===== config.mk =====
export PLATFORM = sky130hd
export DESIGN_NAME = wb_rx_writer
export DESIGN_NICKNAME = d
export VERILOG_FILES = /design/src/rtl/wb_rx_writer.sv
export SDC_FILE = /design/constraint.sdc
export NUM_CORES = 1
export LEC_CHECK = 0
export BUFFER_PORTS_ARGS = -buffer_cell sky130_fd_sc_hd__clkbuf_2
export CAP_MARGIN = 0
export CORE_MARGIN = 4
export CORE_UTILIZATION = 30
export CTS_CLUSTER_DIAMETER = 60
export DETAILED_ROUTE_END_ITERATION = 12
export PLACE_DENSITY_LB_ADDON = 0.25
export SETUP_SLACK_MARGIN = 0.4
export SYNTH_ARGS = -nofsm -noshare
export SYNTH_HDL_FRONTEND = slang
export SYNTH_SLANG_ARGS = --single-unit

===== constraint.sdc =====
create_clock -name wb_clk_i -period 5.45 [get_ports wb_clk_i]
set_input_delay 0.2725 -clock wb_clk_i [delete_from_list [all_inputs] [get_ports wb_clk_i]]
set_output_delay 0.2725 -clock wb_clk_i [all_outputs]
set_load 0.01 [all_outputs]

===== src/rtl/wb_rx_writer.sv =====
// Wishbone initiator: packs RX bytes into LE 32-bit words, writes them to a linear frame buffer, then writes the frame length.
// Latency: a word is pushed on its 4th byte (or rx_last); the bus write starts one cycle after the pop; one idle cycle separates writes.
// Backpressure: none toward RX; when the FIFO is full or the buffer is exhausted, data is dropped and overflow is set.
module wb_rx_writer #(
  parameter int          OCT         = 8,
  parameter logic [31:0] BUF_BASE    = 32'h3000_1000,
  parameter int          BUF_WORDS   = 384,
  parameter logic [31:0] LEN_ADDR    = 32'h3000_0010,
  parameter int          FIFO_DEPTH  = 4,
  parameter int          ACK_TIMEOUT = 255
) (
  input  logic             wb_clk_i,
  input  logic             wb_rst_i,
  input  logic [OCT-1:0]   rx_data,
  input  logic             rx_valid,
  input  logic             rx_last,
  output logic             wbm_cyc_o,
  output logic             wbm_stb_o,
  output logic             wbm_we_o,
  output logic [3:0]       wbm_sel_o,
  output logic [31:0]      wbm_adr_o,
  output logic [4*OCT-1:0] wbm_dat_o,
  input  logic             wbm_ack_i,
  output logic             frame_done,
  output logic [15:0]      frame_len,
  output logic             overflow,
  output logic             timeout,
  input  logic             err_clr
);

  localparam int DW  = 4 * OCT;
  localparam int EW  = 1 + 4 + DW + 16;           // {last, sel, data, len}
  localparam int WIW = $clog2(BUF_WORDS + 1);
  localparam int TW  = $clog2(ACK_TIMEOUT + 1);
  localparam int PW  = $clog2(FIFO_DEPTH);
  localparam int CW  = PW + 1;

  typedef enum logic [1:0] {IDLE, DATA, LEN} state_t;

  // ---------------- packer ----------------
  logic [1:0]     bi_q, bi_d;
  logic [DW-1:0]  acc_q, acc_d, data_w;
  logic [3:0]     accs_q, accs_d, sel_w;
  logic [15:0]    blen_q, blen_d, cnt_w;
  logic [WIW-1:0] wcnt_q, wcnt_d;
  logic           push_req, drop_byte;
  logic [EW-1:0]  push_ent;

  // ---------------- fifo ----------------
  logic [EW-1:0]  mem [FIFO_DEPTH];
  logic [PW-1:0]  wptr_q, rptr_q;
  logic [CW-1:0]  fcnt_q;
  logic           push_ok, pop, ovf_set;
  logic [EW-1:0]  head;

  // ---------------- master ----------------
  state_t         state_q, state_d;
  logic           stb_q, stb_d;
  logic [31:0]    adr_q, adr_d;
  logic [DW-1:0]  dat_q, dat_d;
  logic [3:0]     sel_q, sel_d;
  logic           last_q, last_d;
  logic [15:0]    elen_q, elen_d;
  logic [WIW-1:0] widx_q, widx_d;
  logic [TW-1:0]  tcnt_q, tcnt_d;
  logic           done_d;
  logic [15:0]    flen_d;
  logic           bus_end, to_set;

  // Lane-insert the incoming byte, decide whether a word (or a bare last marker) is emitted.
  always_comb begin
    bi_d      = bi_q;
    acc_d     = acc_q;
    accs_d    = accs_q;
    blen_d    = blen_q;
    wcnt_d    = wcnt_q;
    push_req  = 1'b0;
    push_ent  = '0;
    drop_byte = 1'b0;
    data_w    = acc_q;
    sel_w     = accs_q;
    for (int l = 0; l < 4; l++) begin
      if (bi_q == 2'(l)) begin
        data_w[l*OCT +: OCT] = rx_data;
        sel_w[l]             = 1'b1;
      end
    end
    cnt_w = (blen_q == 16'hFFFF) ? 16'hFFFF : blen_q + 16'd1;
    if (rx_valid) begin
      blen_d = cnt_w;
      if (wcnt_q == WIW'(BUF_WORDS)) begin
        // Buffer exhausted: byte is lost, but the frame still closes with a length write.
        drop_byte = 1'b1;
        if (rx_last) begin
          push_req = 1'b1;
          push_ent = {1'b1, 4'h0, {DW{1'b0}}, cnt_w};
        end
      end else if (bi_q == 2'd3 || rx_last) begin
        push_req = 1'b1;
        push_ent = {rx_last, sel_w, data_w, cnt_w};
        wcnt_d   = wcnt_q + WIW'(1);
        bi_d     = 2'd0;
        acc_d    = '0;
        accs_d   = '0;
      end else begin
        bi_d   = bi_q + 2'd1;
        acc_d  = data_w;
        accs_d = sel_w;
      end
      if (rx_last) begin
        blen_d = '0;
        wcnt_d = '0;
        bi_d   = 2'd0;
        acc_d  = '0;
        accs_d = '0;
      end
    end
  end

  // The last FIFO slot is kept for frame-closing entries so a length write is rarely lost.
  assign push_ok = push_req &&
                   ((fcnt_q < CW'(FIFO_DEPTH - 1)) || (push_ent[EW-1] && (fcnt_q < CW'(FIFO_DEPTH))));
  assign ovf_set = drop_byte || (push_req && !push_ok);
  assign head    = mem[rptr_q];

  // Packer state registers.
  always_ff @(posedge wb_clk_i or posedge wb_rst_i) begin
    if (wb_rst_i) begin
      bi_q   <= 2'd0;
      acc_q  <= '0;
      accs_q <= '0;
      blen_q <= '0;
      wcnt_q <= '0;
    end else begin
      bi_q   <= bi_d;
      acc_q  <= acc_d;
      accs_q <= accs_d;
      blen_q <= blen_d;
      wcnt_q <= wcnt_d;
    end
  end

  // FIFO storage; contents are don't-care until written.
  always_ff @(posedge wb_clk_i) begin
    if (push_ok) mem[wptr_q] <= push_ent;
  end

  // FIFO pointers and occupancy; simultaneous push and pop both take effect.
  always_ff @(posedge wb_clk_i or posedge wb_rst_i) begin
    if (wb_rst_i) begin
      wptr_q <= '0;
      rptr_q <= '0;
      fcnt_q <= '0;
    end else begin
      if (push_ok) wptr_q <= wptr_q + PW'(1);
      if (pop)     rptr_q <= rptr_q + PW'(1);
      case ({push_ok, pop})
        2'b10:   fcnt_q <= fcnt_q + CW'(1);
        2'b01:   fcnt_q <= fcnt_q - CW'(1);
        default: fcnt_q <= fcnt_q;
      endcase
    end
  end

  // Master next-state and next-output logic; bus outputs are registered so they hold until ack.
  always_comb begin
    state_d = state_q;
    stb_d   = stb_q;
    adr_d   = adr_q;
    dat_d   = dat_q;
    sel_d   = sel_q;
    last_d  = last_q;
    elen_d  = elen_q;
    widx_d  = widx_q;
    tcnt_d  = tcnt_q;
    done_d  = 1'b0;
    flen_d  = frame_len;
    pop     = 1'b0;
    // An ack seen while stb is low is a stray and is not looked at.
    bus_end = stb_q && (wbm_ack_i || (tcnt_q == TW'(ACK_TIMEOUT - 1)));
    to_set  = stb_q && !wbm_ack_i && (tcnt_q == TW'(ACK_TIMEOUT - 1));
    if (stb_q && !bus_end) tcnt_d = tcnt_q + TW'(1);
    case (state_q)
      IDLE: begin
        if (fcnt_q != '0) begin
          pop    = 1'b1;
          last_d = head[EW-1];
          elen_d = head[15:0];
          if (head[EW-2 -: 4] != 4'h0) begin
            stb_d   = 1'b1;
            adr_d   = BUF_BASE + 32'({widx_q, 2'b00});
            dat_d   = head[16 +: DW];
            sel_d   = head[EW-2 -: 4];
            tcnt_d  = '0;
            state_d = DATA;
          end else if (head[EW-1]) begin
            state_d = LEN;
          end
        end
      end
      DATA: begin
        if (bus_end) begin
          stb_d   = 1'b0;
          widx_d  = widx_q + WIW'(1);
          state_d = last_q ? LEN : IDLE;
        end
      end
      LEN: begin
        if (!stb_q) begin
          // Entering LEN always leaves stb low for a cycle, giving the required gap.
          stb_d  = 1'b1;
          adr_d  = LEN_ADDR;
          dat_d  = DW'({16'h0, elen_q});
          sel_d  = 4'hF;
          tcnt_d = '0;
        end else if (bus_end) begin
          stb_d   = 1'b0;
          flen_d  = elen_q;
          done_d  = 1'b1;
          widx_d  = '0;
          state_d = IDLE;
        end
      end
      default: state_d = IDLE;
    endcase
  end

  // Master state and bus output registers.
  always_ff @(posedge wb_clk_i or posedge wb_rst_i) begin
    if (wb_rst_i) begin
      state_q    <= IDLE;
      stb_q      <= 1'b0;
      adr_q      <= '0;
      dat_q      <= '0;
      sel_q      <= '0;
      last_q     <= 1'b0;
      elen_q     <= '0;
      widx_q     <= '0;
      tcnt_q     <= '0;
      frame_done <= 1'b0;
      frame_len  <= '0;
    end else begin
      state_q    <= state_d;
      stb_q      <= stb_d;
      adr_q      <= adr_d;
      dat_q      <= dat_d;
      sel_q      <= sel_d;
      last_q     <= last_d;
      elen_q     <= elen_d;
      widx_q     <= widx_d;
      tcnt_q     <= tcnt_d;
      frame_done <= done_d;
      frame_len  <= flen_d;
    end
  end

  // Sticky error flags; a new error in the same cycle beats the clear.
  always_ff @(posedge wb_clk_i or posedge wb_rst_i) begin
    if (wb_rst_i) begin
      overflow <= 1'b0;
      timeout  <= 1'b0;
    end else begin
      if (ovf_set)      overflow <= 1'b1;
      else if (err_clr) overflow <= 1'b0;
      if (to_set)       timeout  <= 1'b1;
      else if (err_clr) timeout  <= 1'b0;
    end
  end

  assign wbm_cyc_o = stb_q;
  assign wbm_stb_o = stb_q;
  assign wbm_we_o  = stb_q;
  assign wbm_sel_o = sel_q;
  assign wbm_adr_o = adr_q;
  assign wbm_dat_o = dat_q;

endmodule


==> results.md <==
* Crit path max fanout at 58
* Cell count after synthesis at 1062
* CP endpoint: wbm_dat_o[14]
* Worst R2R Setup Slack at 2.34 ns
* Initial Util at 0.304
* Peak supply drop at 0.265 mV
* CP delay by family, top: flip-flops
* Row Count at 84
* Crit Path Class: flop to flop
* Hpwl dp at 24500 um
* Vias per cell at 4.82
* Drc violations at 0
* Worst path max stage delay at 0.76 ns
* Power per cell area at 502 mW/mm^2
* Clock Path Buffers at 3
* Worst-Margin Slew at 1.20 ns
* DRT Pass-1 Iters at 5
* RR Endpoint: wbm_dat_o[14]
* Port buffer count at 83
* Max Clk Rate at 322 MHz
* RSZ-0062 raised after global routing: no
* Worst Hold Class: input port to flop
* Die area at 0.0572 mm^2
* Post-layout util at 0.348
* Post-synthesis sequential area ratio at 0.667
* Mapped Area at 0.0160 mm^2
* Final critical-path share of the clock period at 0.570
* Arrival time worst endpoint at 3.48 ns
* Fin crit period at 3.11 ns
* Slew headroom at 0.202
* Layout filler cell count at 5087
* Critical Path Stages at 5
* Wirelength per Cell at 20.3 um
* Status: finished, final reports clean
* Ports at 104
* Layout cell share with drive strength beyond 1 at 0.216
* 1st-iter DRT viols at 469
* CP bufs+invs at 1
* R2R cell count at 5
* Root Buffer: clkbuf_16
* Clk_skew at 0.0273 ns
* Final setup viols at 0
* Min-Delay Path Depth at 2
* Final hold violation count at 0
* Die W at 239 um
* Post-synth cell types at 59
* TritonCTS Buffers at 41
* Clk sink count at 385
* Pin count of the biggest net entering global routing at 97
* CP Cell Sequence: mux4_2, or4_4, o311ai_4, buf_4, o21ai_0
* Critical path origin: rptr_q[0]
* Critical Path RT at 5.83 ns
* Clk Latency, worst-skew pair at 0.54 ns
* CP Launch Type: flop
* GRT Overall Usage at 0.131
* NumNets Final at 1165
* RR Startpoint: rptr_q[0]
* Post-synth ARST share at 0.449
* WL final at 37800 um
* EDFF count, synth at 212
* Htree depth at 2
* Via count at 8953
* Final TNS setup at 0 ns
* Routed Antenna Nets at 0
* Slew Viols, Final at 0
* Die height at 239 um
* CTS clk-pin slew, worst paths at 0.06 ns
* Initial antenna violation count at 0
* Mean Syn Cell Area at 15.1 um^2
* Area Growth Syn to Fin at 14.6%
* Maxcap violations at 0
* Leakage at 7.00 nW
* GRT overflow at 0
* Critical Path Sink Type: flop
* TritonCTS clock tree: done
* Predominant post-synthesis flop cell: edfxtp_1
* Synth Register Bits at 385
* Yosys warns at 0
* Area of the core at 0.0528 mm^2
* Final Wtd Congestion at 0.743
* Slowest CP cell: dfrtp_4
* Vias in the first global route at 9116
* Global-route wire length before repair at 57800 um
==> synth_stat cells, drive strengths merged, types with 2 or more instances <==
| cell | count | area, um^2 |
|---|---|---|
| edfxtp | 212 | 6370 |
| dfrtp | 173 | 4330 |
| nor2 | 78 | 293 |
| mux2i | 55 | 551 |
| mux4 | 53 | 1190 |
| nand2 | 50 | 188 |
| clkbuf | 45 | 169 |
| a21oi | 39 | 195 |
| buf | 38 | 253 |
| mux2 | 35 | 394 |
| o21ai | 34 | 170 |
| a22o | 26 | 228 |
| a32o | 19 | 190 |
| and2 | 18 | 113 |
| inv | 18 | 67.6 |
| xor2 | 17 | 149 |
| and3 | 16 | 105 |
| ha | 15 | 188 |
| nand3 | 14 | 70.1 |
| xnor2 | 13 | 114 |
| o22a | 10 | 87.6 |
| nor4 | 9 | 56.3 |
| nand4 | 8 | 50.1 |
| nor3 | 8 | 40.0 |
| a31oi | 7 | 43.8 |
| nor4b | 5 | 43.8 |
| nand2b | 4 | 25.0 |
| o2bb2ai | 4 | 35.0 |
| a311o | 3 | 30.0 |
| and4 | 3 | 26.3 |
| nor3b | 3 | 22.5 |
| o21a | 3 | 22.5 |
| a211o | 2 | 17.5 |
| a21o | 2 | 15.0 |
| a41oi | 2 | 17.5 |
| nor2b | 2 | 12.5 |
| or3 | 2 | 12.5 |
==> cells in the final DEF, fill, tap and decap left out, types with 7 or more instances in the layout <==
master       n
clkbuf_2    83
inv_1       17
buf_4       10
mux2i_1     55
nor4_1       9
mux2_2      35
o22a_1      10
a21oi_1     39
edfxtp_1   212
o21ai_0     31
clkbuf_16   43
nor2_1      77
nand3_1     14
nor3_1       7
nand4_1      8
xnor2_1     13
dfrtp_1    171
clkbuf_1    15
conb_1      20
a31oi_1      7
ha_1        15
xor2_1      17
a22o_1      26
and3_1      11
clkinv_2     7
and2_1      18
mux4_2      53
a32o_1      19
nand2_1     50
==> worst reg2reg max path, delay by kind of cell (launching register included) <==
kind                   cells  cell delay [ns]
AOI/OAI and AO/OA          2             0.45
buffers and inverters      1             0.55
DFF                        1             0.76
muxes                      1             0.59
and+or+nand+nor            1             0.59
==> sequential cells by signal, indices dropped and copies added, names as in the netlist, 2 cells and up <==
| name | cells |
|---|---|
| wbm_dat_o | 32 |
| frame_len | 16 |
| accs_q | 4 |
| wptr_q | 2 |
| wbm_adr_o | 11 |
| blen_q | 16 |
| fcnt_q | 3 |
| wbm_sel_o | 4 |
| widx_q | 9 |
| state_q | 2 |
| mem | 212 |
| acc_q | 32 |
| tcnt_q | 8 |
| wcnt_q | 9 |
| rptr_q | 2 |
| elen_q | 16 |
| bi_q | 2 |
==> through the flow <==
| stage | instance area [um^2] | setup slack (ns) | cells | hold WS [ns] | power (mW) |
|---|---|---|---|---|---|
| floorplan | 16100 | 0.489 | 1081 | 0.377 | 5.75 |
| global placement | 17100 | 2.36 | 1779 | 0.464 | 6.64 |
| detailed placement | 17100 | 2.29 | 1779 | 0.472 | 6.68 |
| CTS | 18400 | 2.28 | 1856 | 0.0400 | 9.36 |
| global route | 18400 | 2.10 | 1856 | 0.0471 | 9.76 |
| finish | 18400 | 2.34 | 1857 | 0.0764 | 9.22 |
==> report_power, final <==
group,internal [mW],switching [mW],total (mW),leakage (nW)
registers,3.61,0.468,4.08,4.14
logic,1.13,1.36,2.49,2.24
clock network,1.53,1.12,2.66,0.621
==> logic make-up after synthesis <==
logic type	Yosys count	synth area share
buffers and inverters	102	0.0307
DFF	385	0.667
muxes	143	0.133
other	1	0.000234
xor gates and xnor gates	30	0.0164
AOI/OAI and AO/OA	162	0.0721
adders and majority gates	16	0.0129
and+or+nand+nor	223	0.0677
==> per-layer routing <==
layer,global-route usage,part of all wire,up-vias
met5,0,0,-
met2,0.198,0.44,174
met4,0.0285,0.015,0
li1,-,-,4141
met3,0.0201,0.038,39
met1,0.201,0.50,4599
==> layout make-up <==
cell class | count | area (um^2) | area share
diodes | 1 | 2.50 | 0.000136
clock buffers | 60 | 1160 | 0.0631
clock inverters | 16 | 115 | 0.00626
inverters | 19 | 76.3 | 0.00415
multi-input cells | 594 | 4970 | 0.270
flip-flops and latches | 385 | 10700 | 0.582
well taps | 688 | 861 | 0.0468
repair buffers | 94 | 500 | 0.0272
==> worst min path at each step <==
stage	start	to	slack, ns
after floorplan	err_clr	timeout	0.38
after global placement	wcnt_q[8]	wcnt_q[8]	0.46
after detailed placement	acc_q[28]	acc_q[28]	0.47
after CTS	err_clr	timeout	0.04
after global routing	err_clr	timeout	0.05
final	err_clr	timeout	0.08
==> repair_timing <==
action	in CTS	in global routing
hold buffers	1	0
buffers inserted	0	0
endpoints found under the hold margin	32	0
resized for setup	0	0
Power figures use the tool's default switching activity.
